**src/rtl/cpu_pkg.sv**
```systemverilog
// Shared types for the memory port arbiter: FSM state, transaction owner and
// the fixed transfer size used by instruction fetch.
package cpu_pkg;

  typedef enum logic {
    IDLE = 1'b0,
    BUSY = 1'b1
  } arb_state_e;

  typedef enum logic {
    OWN_IF   = 1'b0,
    OWN_DATA = 1'b1
  } arb_owner_e;

  localparam logic [2:0] XFER_WORD = 3'b010;

endpackage

```
**src/rtl/mem_port_arbiter_if.sv**
```systemverilog
// Bundle of the fetch port, data port and unified memory port around the arbiter.
// The arbiter takes the slave view; the core/memory side takes the master view.
interface mem_port_arbiter_if #(
  parameter int ADDR_W = 32,
  parameter int DATA_W = 32
);

  logic              if_req;
  logic [ADDR_W-1:0] if_addr;
  logic              if_gnt;
  logic              if_valid;
  logic [DATA_W-1:0] if_rdata;

  logic              d_req;
  logic              d_we;
  logic [ADDR_W-1:0] d_addr;
  logic [DATA_W-1:0] d_wdata;
  logic [2:0]        d_size;
  logic              d_gnt;
  logic              d_valid;
  logic [DATA_W-1:0] d_rdata;

  logic              m_req;
  logic              m_we;
  logic [ADDR_W-1:0] m_addr;
  logic [DATA_W-1:0] m_wdata;
  logic [2:0]        m_size;
  logic              m_ready;
  logic              m_rvalid;
  logic [DATA_W-1:0] m_rdata;

  modport slave (
    input  if_req, if_addr, d_req, d_we, d_addr, d_wdata, d_size,
    input  m_ready, m_rvalid, m_rdata,
    output if_gnt, if_valid, if_rdata, d_gnt, d_valid, d_rdata,
    output m_req, m_we, m_addr, m_wdata, m_size
  );

  modport master (
    output if_req, if_addr, d_req, d_we, d_addr, d_wdata, d_size,
    output m_ready, m_rvalid, m_rdata,
    input  if_gnt, if_valid, if_rdata, d_gnt, d_valid, d_rdata,
    input  m_req, m_we, m_addr, m_wdata, m_size
  );

endinterface

```
**src/rtl/grant_picker.sv**
```systemverilog
// Combinational winner selection: data has priority unless fetch has already
// waited through the maximum data streak.
module grant_picker
  import cpu_pkg::*;
(
  input  logic       free_i,
  input  logic       if_req_i,
  input  logic       d_req_i,
  input  logic       streak_max_i,
  output arb_owner_e winner_o,
  output logic       gnt_en_o
);

  // Pick the requester that may drive the memory port this cycle.
  always_comb begin
    winner_o = OWN_IF;
    gnt_en_o = 1'b0;
    if (free_i) begin
      gnt_en_o = if_req_i | d_req_i;
      if (d_req_i && !(if_req_i && streak_max_i)) begin
        winner_o = OWN_DATA;
      end else begin
        winner_o = OWN_IF;
      end
    end else begin
      gnt_en_o = 1'b0;
    end
  end

endmodule

```
**src/rtl/mem_port_arbiter.sv**
```systemverilog
// Shares one single-port memory between instruction fetch and the data port,
// tracking the single outstanding transaction and routing its response.
module mem_port_arbiter
  import cpu_pkg::*;
#(
  parameter int ADDR_W          = 32,
  parameter int DATA_W          = 32,
  parameter int MAX_DATA_STREAK = 3
) (
  input  logic                clk,
  input  logic                reset,
  mem_port_arbiter_if.slave   bus
);

  localparam int SW = $clog2(MAX_DATA_STREAK + 2);

  arb_state_e    state_q, state_d;
  arb_owner_e    owner_q, owner_d;
  logic [SW-1:0] streak_q, streak_d;

  logic              free_s;
  logic              streak_max_s;
  logic              gnt_en_s;
  arb_owner_e        winner_s;
  logic              accept_s;
  logic              resp_s;
  logic              m_req_s;
  logic              m_we_s;
  logic [ADDR_W-1:0] m_addr_s;
  logic [DATA_W-1:0] m_wdata_s;
  logic [2:0]        m_size_s;

  // A response arriving this cycle frees the port for a back-to-back grant.
  assign free_s       = (state_q == IDLE) || bus.m_rvalid;
  assign streak_max_s = (streak_q == SW'(MAX_DATA_STREAK));

  grant_picker u_grant_picker (
    .free_i       (free_s),
    .if_req_i     (bus.if_req),
    .d_req_i      (bus.d_req),
    .streak_max_i (streak_max_s),
    .winner_o     (winner_s),
    .gnt_en_o     (gnt_en_s)
  );

  // Memory request mux; every field is forced to zero when no request is driven.
  always_comb begin
    m_req_s   = 1'b0;
    m_we_s    = 1'b0;
    m_addr_s  = '0;
    m_wdata_s = '0;
    m_size_s  = 3'b000;
    if (!reset && gnt_en_s) begin
      m_req_s = 1'b1;
      if (winner_s == OWN_DATA) begin
        m_we_s    = bus.d_we;
        m_addr_s  = bus.d_addr;
        m_wdata_s = bus.d_wdata;
        m_size_s  = bus.d_size;
      end else begin
        m_we_s    = 1'b0;
        m_addr_s  = bus.if_addr;
        m_wdata_s = '0;
        m_size_s  = XFER_WORD;
      end
    end else begin
      m_req_s = 1'b0;
    end
  end

  assign accept_s = m_req_s && bus.m_ready;
  assign resp_s   = !reset && bus.m_rvalid && (state_q == BUSY);

  assign bus.m_req    = m_req_s;
  assign bus.m_we     = m_we_s;
  assign bus.m_addr   = m_addr_s;
  assign bus.m_wdata  = m_wdata_s;
  assign bus.m_size   = m_size_s;
  assign bus.if_gnt   = accept_s && (winner_s == OWN_IF);
  assign bus.d_gnt    = accept_s && (winner_s == OWN_DATA);
  assign bus.if_valid = resp_s && (owner_q == OWN_IF);
  assign bus.d_valid  = resp_s && (owner_q == OWN_DATA);
  assign bus.if_rdata = reset ? '0 : bus.m_rdata;
  assign bus.d_rdata  = reset ? '0 : bus.m_rdata;

  // Next state, owner and streak; the response uses owner_q, the new owner lands next cycle.
  always_comb begin
    state_d  = state_q;
    owner_d  = owner_q;
    streak_d = streak_q;
    if (accept_s) begin
      state_d = BUSY;
      owner_d = winner_s;
      if (winner_s == OWN_DATA && bus.if_req) begin
        if (!streak_max_s) begin
          streak_d = streak_q + SW'(1);
        end else begin
          streak_d = streak_q;
        end
      end else begin
        streak_d = '0;
      end
    end else if (free_s) begin
      state_d = IDLE;
    end else begin
      state_d = state_q;
    end
  end

  // State registers with synchronous reset; reset abandons any outstanding transaction.
  always_ff @(posedge clk) begin
    if (reset) begin
      state_q  <= IDLE;
      owner_q  <= OWN_IF;
      streak_q <= '0;
    end else begin
      state_q  <= state_d;
      owner_q  <= owner_d;
      streak_q <= streak_d;
    end
  end

endmodule

```
**src/flat_wrapper.sv**
```systemverilog
// flat-port wrapper written by rule: the top's interface ports become plain ports
module mem_port_arbiter_flat import cpu_pkg::*;
#(
  parameter int ADDR_W          = 32,
  parameter int DATA_W          = 32,
  parameter int MAX_DATA_STREAK = 3
)
  (clk, reset, bus_if_req, bus_if_addr, bus_d_req, bus_d_we, bus_d_addr, bus_d_wdata, bus_d_size, bus_m_ready, bus_m_rvalid, bus_m_rdata, bus_if_gnt, bus_if_valid, bus_if_rdata, bus_d_gnt, bus_d_valid, bus_d_rdata, bus_m_req, bus_m_we, bus_m_addr, bus_m_wdata, bus_m_size);
  mem_port_arbiter_if #(.ADDR_W(ADDR_W), .DATA_W(DATA_W)) bus_i ();
  input  logic clk;
  input  logic reset;
  input wire logic [$bits(bus_i.if_req)-1:0] bus_if_req;
  input wire logic [$bits(bus_i.if_addr)-1:0] bus_if_addr;
  input wire logic [$bits(bus_i.d_req)-1:0] bus_d_req;
  input wire logic [$bits(bus_i.d_we)-1:0] bus_d_we;
  input wire logic [$bits(bus_i.d_addr)-1:0] bus_d_addr;
  input wire logic [$bits(bus_i.d_wdata)-1:0] bus_d_wdata;
  input wire logic [$bits(bus_i.d_size)-1:0] bus_d_size;
  input wire logic [$bits(bus_i.m_ready)-1:0] bus_m_ready;
  input wire logic [$bits(bus_i.m_rvalid)-1:0] bus_m_rvalid;
  input wire logic [$bits(bus_i.m_rdata)-1:0] bus_m_rdata;
  output wire logic [$bits(bus_i.if_gnt)-1:0] bus_if_gnt;
  output wire logic [$bits(bus_i.if_valid)-1:0] bus_if_valid;
  output wire logic [$bits(bus_i.if_rdata)-1:0] bus_if_rdata;
  output wire logic [$bits(bus_i.d_gnt)-1:0] bus_d_gnt;
  output wire logic [$bits(bus_i.d_valid)-1:0] bus_d_valid;
  output wire logic [$bits(bus_i.d_rdata)-1:0] bus_d_rdata;
  output wire logic [$bits(bus_i.m_req)-1:0] bus_m_req;
  output wire logic [$bits(bus_i.m_we)-1:0] bus_m_we;
  output wire logic [$bits(bus_i.m_addr)-1:0] bus_m_addr;
  output wire logic [$bits(bus_i.m_wdata)-1:0] bus_m_wdata;
  output wire logic [$bits(bus_i.m_size)-1:0] bus_m_size;
  assign bus_i.if_req = bus_if_req;
  assign bus_i.if_addr = bus_if_addr;
  assign bus_i.d_req = bus_d_req;
  assign bus_i.d_we = bus_d_we;
  assign bus_i.d_addr = bus_d_addr;
  assign bus_i.d_wdata = bus_d_wdata;
  assign bus_i.d_size = bus_d_size;
  assign bus_i.m_ready = bus_m_ready;
  assign bus_i.m_rvalid = bus_m_rvalid;
  assign bus_i.m_rdata = bus_m_rdata;
  assign bus_if_gnt = bus_i.if_gnt;
  assign bus_if_valid = bus_i.if_valid;
  assign bus_if_rdata = bus_i.if_rdata;
  assign bus_d_gnt = bus_i.d_gnt;
  assign bus_d_valid = bus_i.d_valid;
  assign bus_d_rdata = bus_i.d_rdata;
  assign bus_m_req = bus_i.m_req;
  assign bus_m_we = bus_i.m_we;
  assign bus_m_addr = bus_i.m_addr;
  assign bus_m_wdata = bus_i.m_wdata;
  assign bus_m_size = bus_i.m_size;
  mem_port_arbiter #(.ADDR_W(ADDR_W), .DATA_W(DATA_W), .MAX_DATA_STREAK(MAX_DATA_STREAK)) u_core (.clk(clk), .reset(reset), .bus(bus_i));
endmodule
```
**config.mk**
```make
export PLATFORM = sky130hd
export DESIGN_NAME = mem_port_arbiter_flat
export DESIGN_NICKNAME = d
export VERILOG_FILES = /design/src/rtl/cpu_pkg.sv /design/src/rtl/mem_port_arbiter_if.sv /design/src/rtl/grant_picker.sv /design/src/rtl/mem_port_arbiter.sv /design/src/flat_wrapper.sv
export SDC_FILE = /design/constraint.sdc
export NUM_CORES = 1
export LEC_CHECK = 0
export CAP_MARGIN = 20
export CORE_AREA = 2 2 108 110
export CTS_BUF_LIST = sky130_fd_sc_hd__clkbuf_16
export DETAILED_ROUTE_END_ITERATION = 8
export DIE_AREA = 0 0 110 112
export SLEW_MARGIN = 20
export SYNTH_ARGS = -nofsm -noshare
export SYNTH_HDL_FRONTEND = slang
export SYNTH_HIERARCHICAL = 1
export SYNTH_SLANG_ARGS = --single-unit
```
**constraint.sdc**
```tcl
create_clock -name clk -period 2.55 [get_ports clk]
set_input_delay 0.765 -clock clk [delete_from_list [all_inputs] [get_ports clk]]
set_output_delay 0.765 -clock clk [all_outputs]
set_load 0.02 [all_outputs]
```
Word level (Yosys, flattened, before mapping)

Cells that the tools add are included.

Add/sub/neg operators: 1
Equal/unequal tests: 2
Multiplexer cells: 17
Bitwise operators: 4
Reductions and logical operators: 16

Operator list:

| cell                                                                  | number |
|---|---|
| 32-bit 2-to-1 mux                                                     | 5 |
| 3-bit 2-to-1 mux                                                      | 4 |
| 1-bit logical AND                                                     | 11 |
| 1-bit 2-to-1 mux                                                      | 8 |
| 3-bit by 1-bit adder with 3-bit output, second input constant         | 1 |
| 3-bit by 2-bit equality test with 1-bit output, second input constant | 1 |
| 1-bit NOT                                                             | 3 |
| 1-bit logical NOT                                                     | 2 |
| 2-bit != test, second input constant                                  | 1 |
| 2-bit AND reduction                                                   | 1 |
| 2-bit nonzero test                                                    | 1 |
| 1-bit logical OR                                                      | 1 |
| 1-bit bitwise OR                                                      | 1 |

Register bits: 5
Output and inout bits: 137
Word-level logic and storage cells: 43

Depth between registers and ports, before layout

Depth after elaboration: 9
Gate-level depth with buffers: 7

By module

Netlist, hierarchy kept.

By module, submodules not included:

| module           | instances | cells each | area an instance (µm²) |
|---|---|---|---|
| mem_port_arbiter | 1         | 216        | 1488.9 |
| grant_picker     | 1         | 3          | 20.0 |

Least setup slack after synthesis

OpenSTA, ideal clock, no wires.

Kind: input-to-output
Start point: input port bus_m_rvalid
End point: output port bus_m_size[0]
Data arrival time: 1.888 ns
Path slack: -0.103 ns
Cell stages on the path: 7
Cell sequence: nand2b_1 > o21a_1 > nand2b_1 > buf_2 > inv_2 > buf_2 > and3_1

Cells in the longest elaborated chain, start to end: 4
Elaborated cells on any way between the ends: 6

Ends and longest elaborated chain:

| element             | line                   | source |
|---|---|---|
| start, declared     | flat_wrapper.sv:20     | `input wire logic [$bits(bus_i.m_rvalid)-1:0] bus_m_rvalid;` |
| 1-bit logical OR    | mem_port_arbiter.sv:34 | `assign free_s = (state_q == IDLE) \|\| bus.m_rvalid;` |
| 1-bit 2-to-1 mux    | grant_picker.sv:18     | `if (free_i) begin` |
| via u_core.gnt_en_s | mem_port_arbiter.sv:23 | `logic gnt_en_s;` |
| 1-bit logical AND   | mem_port_arbiter.sv:53 | `if (!reset && gnt_en_s) begin` |
| 3-bit 2-to-1 mux    | mem_port_arbiter.sv:53 |  |
| end, declared       | flat_wrapper.sv:32     | `output wire logic [$bits(bus_i.m_size)-1:0] bus_m_size;` |

The timed path passes the listed nets, and every way through them passes these cells.

Final worst setup path

Start point: input port bus_m_rvalid
End point: output port bus_m_addr[11]

Cells in the longest elaborated chain, start to end: 4
Elaborated cells on any way between the ends: 6

Ends and longest elaborated chain:

| element             | line                   | source |
|---|---|---|
| 1-bit logical OR    | mem_port_arbiter.sv:34 |  |
| via u_core.free_s   | mem_port_arbiter.sv:21 | `logic free_s;` |
| 1-bit 2-to-1 mux    | grant_picker.sv:18     |  |
| via u_core.winner_s | mem_port_arbiter.sv:24 | `arb_owner_e winner_s;` |
| 32-bit 2-to-1 mux   | mem_port_arbiter.sv:55 | `if (winner_s == OWN_DATA) begin` |
| 32-bit 2-to-1 mux   | mem_port_arbiter.sv:53 |  |
| end, declared       | flat_wrapper.sv:30     | `output wire logic [$bits(bus_i.m_addr)-1:0] bus_m_addr;` |

The timed path passes the listed nets, and every way through them passes these cells.

==> results.md <==
* Synth Net Count at 359
* Maximum clock path buffer count at 2
* Worst hold path depth at 2
* First-pass GRT wire length at 13800 um
* Pre-antenna DRT Iters at 4
* Final wirelength at 9970 um
* Nets at 630
* # setup viols final at 69
* Area of the multi-input gates at 1440 sq um
* CTS tree: yes
* Yosys warnings at 6
* Worst Hold Class: reg2reg
* Largest family of logic cells by synthesized area: simple AND/OR/NAND/NOR gates
* Reg area at 100 sq um
* Max_cap viols at 0
* Register area share after synthesis at 6.63%
* CP max-delay cell: mux2i_4
* Die ar. at 12300 sq um
* Antenna viol nets, final at 0
* Hold Startpoint: u_core/owner_q$_SDFFE_PP0P_
* Cell count after synthesis at 219
* Initial Util at 13.5%
* Unrepaired setup endpoints after global routing: yes
* Clock sink total at 5
* Vias per inst at 4.09
* Layout cells sized above 1 at 53.6%
* Multiplexer share of the synthesized area at 21.2%
* Synth Area in Adders at 1.66%
* Core Region at 11200 sq um
* WP data arrival at 1.99 ns
* Cell Rows at 39
* Avg WL per Cell at 15.8 um
* Largest stage delay on the critical path at 0.23 ns
* Antenna Cells at 0
* XOR/XNOR Fraction of Synth Area at 0%
* Crit. End Element: output port
* Depth of the CTS H-tree at 1
* Critical Path RT at 1.79 ns
* GRT Overall Usage at 14.3%
* Reg2Reg Depth at 12
* Fmax at 363 MHz
* Total power at 1.28 mW
* Number of global-route vias before repair at 2685
* Hold Fails Final Rpt at 0
* Placed wire-length estimate at 6970 um
* Synth Register Bits at 5
* Port Buffers at 274
* Slew headroom at 78.2%
* Max Transition Viols Final at 0
* Reg-to-Reg Start: u_core/streak_q[0]$_SDFFE_PP0P_
* Max FO, Critical Path at 5
* Clock skew at 0.000280 ns
* Area leader, netlist: mux2i_1
* Synth Cell Area at 1510 sq um
* Clock Pin Slew Worst Setup and Hold Paths at 0.03 ns
* Fillers at 1082
* Post-synthesis compound-gate area fraction at 3.90%
* Power Dens Cells at 260 nW/um^2
* Worst setup path class: in2out
* VDD IR max at 0.261 mV
* Leading cell type in the layout, fill and taps excluded: clkdlybuf4s50_1
* Drt initial violations at 69
* R2r endpoint: u_core/streak_q[1]$_SDFFE_PP0P_
* GPL Wtd Cong at 0.696
* CTS Hold Buffers Added at 0
* Die width at 110 um
* Avg Cell Area, Syn at 6.89 sq um
* Setup TNS at -7.15 ns
* Slew @ Worst Pin at 0.326 ns
* Tcrit/Tclk final at 108%
* Antenna violations before repair at 0
* DRC violations left at 0
* Pleak at 2.24 nW
* Die H at 112 um
* Clock Tree Root: clkbuf_16
* Run status: complete, but fails checks
* Area contributors post-synth: mux2i_1, buf_4, and3_1
* Failing checks: setup timing
* IO Pins at 275
* Vias at 2588
* Hold EP: u_core/owner_q$_SDFFE_PP0P_
* Most frequent cell on the critical path: buf_6
* Synth Area in Simple Gates at 43.7%
* Reg2reg setup slack at 0.30 ns
* Library cells used by synthesis at 26
* Final worst path period need at 2.75 ns
* P&R area growth vs syn at 227%
* Yosys top cell area share at 21.2%
* Worst setup margin at -0.202 ns
* Total grt overflow at 0
* Pin count of the biggest net entering global routing at 37
* Clk Latency, worst-skew pair at 0.23 ns
* Commonest cells after routing, fill and taps aside: clkdlybuf4s50_1, buf_6, clkbuf_2
* CP cell instances: buf_6 > nand2b_4 > nand2_4 > a21oi_4 > buf_6 > buf_6 > buf_12 > mux2i_4 > nor2_2 > buf_6
* Total CTS buffers at 3
* CP Launch Type: input pin
[synth_stat cells (all sizes together)]
library cell	count
or4	2
nand2b	4
o21ai	2
nand3	1
a31oi	1
nor3b	1
dfxtp	5
or4b	1
a21oi	4
and3	36
o31ai	1
o21a	1
inv	3
buf	44
clkbuf	7
nor3	1
nand2	5
mux2i	32
nor2b	32
ha	2
nand3b	1
nor2	33
[worst max path at each step]
stage / startpoint / end / slack, ns / cells past startpoint
after floorplan: bus_m_rvalid / bus_m_size[0] / -0.02 / 7
after global placement: bus_m_rvalid / bus_m_wdata[28] / -0.99 / 7
after detailed placement: bus_m_rvalid / bus_m_addr[13] / -1.01 / 8
after CTS: bus_m_rvalid / bus_m_addr[27] / -0.21 / 11
after global routing: bus_m_rvalid / bus_m_addr[11] / -0.26 / 10
final: bus_m_rvalid / bus_m_addr[11] / -0.20 / 10
[flip-flops by register name (all words and copies together) (netlist names)]
| signal | cells |
|---|---|
| u_core/streak_q | 3 |
| u_core/owner_q | 1 |
| u_core/state_q | 1 |
[cell families after synthesis]
kind of cell               Yosys count
AOI/OAI and AO/OA                    9
adders and majority gates            2
and+or+nand+nor                    117
buffers and inverters               54
muxes                               32
DFF                                  5
[critical path: cells and delay by family]
| kind | cells | cell delay (ns) |
|---|---|---|
| muxes | 1 | 0.23 |
| AOI/OAI and AO/OA | 1 | 0.15 |
| buffers and inverters | 5 | 0.60 |
| and+or+nand+nor | 3 | 0.23 |
[layout make-up]
cell class                      instances  area share, %
Inverter                                3          0.279
Clock buffer                            3           1.52
Sequential cell                         5           2.03
Clock inverter                          1         0.0760
Tap cell                              143           3.62
Multi-Input combinational cell        160           29.2
Timing Repair Buffer                  317           63.3
[timing repair]
action	in CTS	in global routing
setup endpoints to repair	137	121
buffers inserted	18	4
endpoints found under the hold margin	0	0
gates resized for setup	547	150
cloned	9	1
pin swaps	10	3
[metrics by stage]
step | util [%] | hold WS, ns | setup slack, ns | cells | area (sq um)
after global routing | 44.2 | 0.504 | -0.262 | 632 | 4940
after detailed placement | 39.1 | 0.472 | -1.01 | 600 | 4370
final | 44.2 | 0.474 | -0.202 | 632 | 4940
after floorplan | - | 0.445 | -0.0244 | 219 | 1610
after CTS | 43.1 | 0.476 | -0.215 | 631 | 4820
after global placement | 39.1 | 0.467 | -0.986 | 600 | 4370
[power breakdown]
group | switching (mW) | total, mW | leakage, nW | internal, mW
logic | 0.404 | 0.943 | 2.16 | 0.539
clock network | 0.0531 | 0.256 | 0.0423 | 0.203
registers | 0.00215 | 0.0837 | 0.0407 | 0.0816
total | 0.459 | 1.28 | 2.24 | 0.824
[per-layer routing]
layer  routed length, um  track usage [%]  up-vias
met4                  59             1.86        0
li1                    -                -     1243
met3                1140             3.40        7
met2                5490             29.5      174
met1                3280             14.1     1164
met5                   0                0        -
(Power assumes the default switching activity.)
